File: config.mk
export PLATFORM = sky130hd
export DESIGN_NAME = gpio_bank
export DESIGN_NICKNAME = d
export VERILOG_FILES = /design/src/rtl/gpio_bank.sv
export SDC_FILE = /design/constraint.sdc
export NUM_CORES = 1
export LEC_CHECK = 0
export CORE_ASPECT_RATIO = 1.4
export CORE_MARGIN = 2
export CORE_UTILIZATION = 46
export DETAILED_ROUTE_END_ITERATION = 8
export PLACE_DENSITY_LB_ADDON = 0.05
export SLEW_MARGIN = 20
export SYNTH_ARGS = -nofsm -noshare
export SYNTH_HDL_FRONTEND = slang
export SYNTH_SLANG_ARGS = --single-unit
export TNS_END_PERCENT = 5
File: constraint.sdc
create_clock -name clk -period 1.7 [get_ports clk]
set_input_delay 0.34 -clock clk [delete_from_list [all_inputs] [get_ports clk]]
set_output_delay 0.34 -clock clk [all_outputs]
set_load 0.02 [all_outputs]
File: src/rtl/gpio_bank.sv
// GPIO bank on the PicoBlaze port bus: direction, synchronised input, edge-detect IRQ.
// Optional input debounce filter enabled by defining GPIO_DEBOUNCE_EN.
module gpio_bank #(
    parameter logic [7:0]  BASE_ADDR   = 8'h10,
    parameter int unsigned WIDTH       = 8,
    parameter int unsigned SYNC_STAGES = 2,
    parameter int unsigned DB_CYCLES   = 16
) (
    input  logic             clk,
    input  logic             rst,
    input  logic [7:0]       address,
    input  logic [7:0]       value_in,
    input  logic             wen,
    input  logic             ren,
    output logic [7:0]       data_out,
    output logic             hit,
    input  logic [WIDTH-1:0] pins_in,
    output logic [WIDTH-1:0] pins_out,
    output logic [WIDTH-1:0] pins_oe,
    output logic             irq,
    input  logic             irq_ack
);

    localparam logic [7:0] OFS_OUT    = 8'd0;
    localparam logic [7:0] OFS_DIR    = 8'd1;
    localparam logic [7:0] OFS_IN     = 8'd2;
    localparam logic [7:0] OFS_STATUS = 8'd3;
    localparam logic [7:0] OFS_MASK   = 8'd4;
    localparam logic [7:0] OFS_EDGE   = 8'd5;

    logic [7:0]       offset;
    logic [WIDTH-1:0] wdata;
    logic             wr_out, wr_dir, wr_status, wr_mask, wr_edge;

    logic [WIDTH-1:0] out_q, dir_q, status_q, mask_q, edge_sel_q;
    logic [WIDTH-1:0] sync_q [SYNC_STAGES];
    logic [WIDTH-1:0] synced, filt, prev_q;
    logic [WIDTH-1:0] edge_c, clr_c;

    // ren carries no side effect; upper value_in bits are dropped when WIDTH < 8
    logic unused_cfg;
    assign unused_cfg = ^{ren, value_in, DB_CYCLES};

    // Address decode over BASE_ADDR..BASE_ADDR+5, computed in 9 bits to avoid wrap
    assign offset = 8'(address - BASE_ADDR);
    assign hit    = ({1'b0, address} >= {1'b0, BASE_ADDR}) &&
                    ({1'b0, address} <= ({1'b0, BASE_ADDR} + 9'd5));
    assign wdata  = value_in[WIDTH-1:0];

    assign wr_out    = wen && hit && (offset == OFS_OUT);
    assign wr_dir    = wen && hit && (offset == OFS_DIR);
    assign wr_status = wen && hit && (offset == OFS_STATUS);
    assign wr_mask   = wen && hit && (offset == OFS_MASK);
    assign wr_edge   = wen && hit && (offset == OFS_EDGE);

    // Pad input synchroniser
    always_ff @(posedge clk) begin
        if (rst) begin
            for (int unsigned i = 0; i < SYNC_STAGES; i++) begin
                sync_q[i] <= '0;
            end
        end else begin
            sync_q[0] <= pins_in;
            for (int unsigned i = 1; i < SYNC_STAGES; i++) begin
                sync_q[i] <= sync_q[i-1];
            end
        end
    end

    assign synced = sync_q[SYNC_STAGES-1];

`ifdef GPIO_DEBOUNCE_EN
    localparam logic [7:0] DB_LAST = 8'(DB_CYCLES - 1);

    logic [7:0]       db_cnt [WIDTH];
    logic [WIDTH-1:0] filt_q;

    // Filtered bit follows synced only after DB_CYCLES consecutive disagreeing clocks
    always_ff @(posedge clk) begin
        if (rst) begin
            filt_q <= '0;
            for (int unsigned i = 0; i < WIDTH; i++) begin
                db_cnt[i] <= '0;
            end
        end else begin
            for (int unsigned i = 0; i < WIDTH; i++) begin
                if (synced[i] == filt_q[i]) begin
                    db_cnt[i] <= '0;
                end else if (db_cnt[i] >= DB_LAST) begin
                    filt_q[i] <= synced[i];
                    db_cnt[i] <= '0;
                end else begin
                    db_cnt[i] <= db_cnt[i] + 8'd1;
                end
            end
        end
    end

    assign filt = filt_q;
`else
    assign filt = synced;
`endif

    // Per-pin edge select and STATUS clear sources
    always_comb begin
        edge_c = (filt & ~prev_q & ~edge_sel_q) | (~filt & prev_q & edge_sel_q);
        clr_c  = '0;
        if (wr_status) begin
            clr_c = clr_c | wdata;
        end
        if (irq_ack) begin
            clr_c = clr_c | mask_q;
        end
    end

    // Control registers, edge history, sticky status and irq; a new edge beats a clear
    always_ff @(posedge clk) begin
        if (rst) begin
            out_q      <= '0;
            dir_q      <= '0;
            status_q   <= '0;
            mask_q     <= '0;
            edge_sel_q <= '0;
            prev_q     <= '0;
            irq        <= 1'b0;
        end else begin
            if (wr_out)  out_q      <= wdata;
            if (wr_dir)  dir_q      <= wdata;
            if (wr_mask) mask_q     <= wdata;
            if (wr_edge) edge_sel_q <= wdata;
            prev_q   <= filt;
            status_q <= (status_q & ~clr_c) | edge_c;
            irq      <= |(status_q & mask_q);
        end
    end

    assign pins_out = out_q;
    assign pins_oe  = dir_q;

    // Read mux; zero when not addressed so banks can be OR-ed together
    always_comb begin
        data_out = 8'h00;
        if (hit) begin
            case (offset)
                OFS_OUT:    data_out = 8'(out_q);
                OFS_DIR:    data_out = 8'(dir_q);
                OFS_IN:     data_out = 8'(filt);
                OFS_STATUS: data_out = 8'(status_q);
                OFS_MASK:   data_out = 8'(mask_q);
                OFS_EDGE:   data_out = 8'(edge_sel_q);
                default:    data_out = 8'h00;
            endcase
        end
    end

endmodule

# After elaboration in Yosys (flattened, before gate mapping)

Memories as Yosys holds them, arrays and structs flattened.
Index checks and enable logic that the tools add are counted.

Add/subtract/negate cells: 1
$lt $le $gt $ge: 2
Equality and inequality tests: 5
Muxes and demuxes: 9
Bitwise logic cells: 15
Reductions and logical operators: 9

Operators with widths:

| operator              | count |
|---|---|
| $and A8 B8 Y8         | 6 |
| $pmux W8 S6           | 1 |
| $mux W8               | 5 |
| $not A8 Y8            | 4 |
| $or A8 B8 Y8          | 3 |
| $eq A8 B2 Y1 const B  | 2 |
| $eq A8 B3 Y1 const B  | 2 |
| $eq A8 B1 Y1 const B  | 1 |
| $ge A8 B5 Y1 const B  | 1 |
| $le A8 B5 Y1 const B  | 1 |
| $logic_not A8 Y1      | 1 |
| $reduce_or A8 Y1      | 1 |
| $sub A8 B5 Y8 const B | 1 |
| $logic_and A1 B1 Y1   | 7 |
| $mux W1               | 3 |
| $or A1 B1 Y1          | 2 |

Register bits after elaboration: 49
Bits in writable memories: 16
Bits of input ports: 29
Output and inout port bits: 26
Logic and storage cells: 49
Memories: 1

Memory list:

| memory | words | bits a word | rd ports | clocked after Yosys merged registers in | write ports | RTL line | text |
|---|---|---|---|---|---|---|---|
| sync_q | 2     | 8           | 2        | 0                                       | 2           | 36       | `logic [WIDTH-1:0] sync_q [SYNC_STAGES];` |

# Longest topological paths before layout

Depth in word-level cells: 10
Gate-level depth with buffers: 5
Mapped depth without buffers: 3

# Least setup slack after synthesis

Ideal clock, no wire load.

Kind: in2out
Start point: input address[2]
End point: output data_out[3]
Arrival time: 1.341 ns
Required time: 1.360 ns
Slack: 0.019 ns
Cell stages on the path: 5
Buffers on the path: 2
Path through: buf_6 -> buf_8 -> mux4_2 -> a22oi_1 -> nor2_1

Longest elaborated chain between the ends: 4
Elaborated cells between the ends (all ways): 12
Classes of those cells: add/sub: 1; order compare: 2; eq/ne: 5; mux: 2; reduce/logical: 2

RTL lines:

| item                                 | RTL line | text |
|---|---|---|
| start, declared                      | 11       | `input logic [7:0] address,` |
| $sub A8 B5 Y8                        | 45       | `assign offset = 8'(address - BASE_ADDR);` |
| $eq A8 B3 Y1 (tied with other cells) | 144      | `case (offset)` |
| $pmux W8 S6                          | 144      |  |
| $mux W8 *                            | 143      | `if (hit) begin` |
| end, declared                        | 15       | `output logic [7:0] data_out,` |

Mark *: on every way between the ends. The rest lies on a longest branch, timed or not.

# Worst setup path after layout

Start point: register edge_sel_q[6]
End point: output data_out[6]

Longest elaborated chain between the ends: 2

RTL lines:

| item                   | RTL line | text |
|---|---|---|
| start, declared        | 35       | `logic [WIDTH-1:0] out_q, dir_q, status_q, mask_q, edge_sel_q;` |
| start signal, assigned | 130      | `if (wr_edge) edge_sel_q <= wdata;` |
| $pmux W8 S6            | 144      |  |
| $mux W8                | 143      |  |

Every way passes these cells.

==> results_dict.tcl <==
set metrics [dict create \
    outcome "finished with violations" \
    violations "setup timing" \
    synth_area_mm2 0.00294 \
    synth_top_family_by_area "simple AND/OR/NAND/NOR gates" \
    yosys_register_bits 65 \
    final_common_cell "buf_4" \
    slew-limit-headroom_pct 82.2 \
    finalSetupViolations 9 \
    final_cells 473 \
    drt_iter0_drc 173 \
    r2r_end "status_q[7]$_SDFF_PP0_" \
    die-area_mm2 0.00706 \
    cp-end-kind "output pin" \
    fin_crit_sh_pct 109 \
    cts_buffers 9 \
    worstPathRequired_ps 1360 \
    worst_slack_ps -152 \
    ant_nets 0 \
    syn_nets 309 \
    initial_core_util_pct 47.4 \
    timing.rr.start "edge_sel_q[7]$_SDFFE_PP0P_" \
    num_io_pins 55 \
    cts_tree "done" \
    synth_ff_type "dfxtp_1" \
    yosysTopAreaCell "dfxtp_1" \
    rsz0062_at_grt "yes" \
    hold_viol 0 \
    finalSetupTns_ps -1260 \
    drive_gt1_share_pct 35.7 \
    drt-wirelength-per-cell_um 16.7 \
    drv_cap 0 \
    min_period_ps 1850 \
    route.vias.total 2562 \
    crit_type "register to output pin" \
    pre_cts_ws_ps -1010 \
    dp.cells 452 \
    grt_pass1_wl_um 12900 \
    cp_num_buf_inv 1 \
    hp-class "register to register" \
    core_mm2 0.00621 \
    whs_path_depth 1 \
    worst_setup_path_start_kind "register" \
    globalplace.congestion 0.794 \
    synthTopCellsByArea "dfxtp_1 44%, mux2i_1 11%, mux4_1 6.3%, nand2_1 6.3%, nor2b_1 5.1%" \
    grt_pass1_vias 2607 \
    async_flop_share_pct 0 \
    path_clk_slew_ps 70 \
    drtPass1Iterations 4 \
    power_leakage_nw 1.90 \
    hp-start "sync_q[0][3]$_SDFF_PP0_" \
    fin_skew_ps 8.56 \
    yosysWarnings 0 \
    grt.total_usage_pct 24.2 \
    clockBufferDepth 2 \
    clock_latency_ps 340 \
    rr_worst_depth 4 \
    nNetsFinal 425 \
    worst_slew_pin_slew_ps 267 \
    final_cell_mix "65 x buf_4, 59 x dfxtp_1, 48 x nand2_1" \
    die_x_um 71.6 \
    io_buffer_count 53 \
    synth_top_area_share_pct 44.2 \
    whs_ps 436 \
    viasPerCell 5.42 \
    drv_slew 0 \
    clock_sinks 65 \
    root_buffer "clkbuf_8" \
    ff2ff_setup_slack_ps 420 \
    synth_simple_gate_area_share_pct 22.4 \
    htree_levels 3 \
    synthCells 280 \
    path_cells "mux4_2 > a22oi_2 > nor2_2 > buf_6" \
    synth-compound-area-share_pct 7.78 \
    timing.fmax_ghz 0.540 \
    crit_family "multiplexers" \
    die_y_um 98.6 \
    hold_end "sync_q[0][11]$_SDFF_PP0_" \
    ys_seq_area_share_pct 44.2 \
    synthAdderAreaFrac_pct 0 \
    drc_errors 0 \
    dp_hpwl_um 5460 \
    antenna_found_initial 0 \
    cp.arrival_ps 1510 \
    powerDensity_mw_per_mm2 744 \
    synth_xor_area_share_pct 0 \
    muxShareOfSynthArea_pct 21.0 \
    syn_avg_cell_area_um2 10.5 \
    critPathMaxFanout 2 \
    ir_drop_mv 0.744 \
    rows 34 \
    diodes 0 \
    overflow 0 \
    synth_edf_count 0 \
    synthToLayoutAreaGrowth_pct 45.0 \
    grt_start_max_net_pins 49 \
    critPathMaxStageDelay_ps 480 \
    synth_cell_types 32 \
    drt-total-wl_um 7890 \
    cp_slowest_cell "mux4_2" \
]
==> registers in the layout, summed over array words and instances, names as in the netlist <==
| signal | flops |
|---|---|
| sync_q | 16 |
| edge_sel_q | 8 |
| mask_q | 8 |
| pins_oe | 8 |
| pins_out | 8 |
| prev_q | 8 |
| status_q | 8 |
| irq | 1 |
==> kinds of logic after synthesis <==
| kind of cell | after synthesis |
|---|---|
| mux | 48 |
| flops | 65 |
| simple gates | 114 |
| buf+inv | 22 |
| compound gates | 31 |
==> synth_stat cells, types with 2 or more instances <==
cell	instances
nand4_1	8
nand3b_1	8
nor2_1	9
mux2_2	8
buf_4	2
buf_2	3
buf_1	2
inv_1	2
mux4_1	7
a22oi_1	12
buf_6	4
a41o_1	8
mux2i_1	32
clkbuf_1	7
or3b_2	8
dfxtp_1	65
nand2_1	49
a21oi_1	9
nor2b_1	24
==> area by class of cell <==
type | instances | area [um^2]
multi-input combinational | 193 | 1540
clock buffer | 13 | 149
inverter | 3 | 11.3
timing repair buffer | 124 | 1130
sequential | 65 | 1310
tap | 72 | 90.1
clock inverter | 3 | 40.0
fill | 526 | 1950
==> worst reg2reg max path: cells and delay by family, from the launching register on <==
family	cells	cell delay (ps)
AND/OR/NAND/NOR	1	450
AO/OA/AOI/OAI	2	320
buffers and inverters	1	130
flip-flops	1	330
==> report_power, final <==
part | leakage (nW) | internal, mW | switching [mW]
Combinational | 1.27 | 0.179 | 0.149
Sequential | 0.532 | 1.56 | 0.0184
Clock | 0.0974 | 0.714 | 0.556
Total | 1.90 | 2.45 | 0.723
==> worst max-delay path by stage <==
stage	depth (start not counted)	to	start
after floorplan	5	data_out[3]	address[2]
after global placement	6	data_out[7]	address[0]
after detailed placement	6	data_out[6]	address[0]
after CTS	4	data_out[6]	edge_sel_q[6]$_SDFFE_PP0P_
after global routing	4	data_out[3]	edge_sel_q[3]$_SDFFE_PP0P_
final	4	data_out[6]	edge_sel_q[6]$_SDFFE_PP0P_
==> repair_timing <==
item	CTS	global route
gates resized for setup	108	5
setup buffers	4	0
hold buffers	0	0
cloned	1	0
pin swaps	10	0
endpoints found under the setup margin	37	18
==> layer usage <==
| metal | track usage [%] | share of wire [%] |
|---|---|---|
| met1 | 29.9 | 45 |
| met2 | 40.0 | 49 |
| met3 | 5.73 | 4.0 |
| met4 | 9.87 | 2.3 |
| met5 | 0 | 0 |
==> metrics by stage <==
step	power, mW	util (%)	cell area, um^2
after global placement	1.91	64.3	4000
after CTS	3.20	68.5	4250
after floorplan	1.75	-	2940
after detailed placement	1.91	64.3	4000
after global routing	3.29	68.7	4270
final	3.17	68.7	4270
Note: power is estimated with default switching activity, not from simulation.
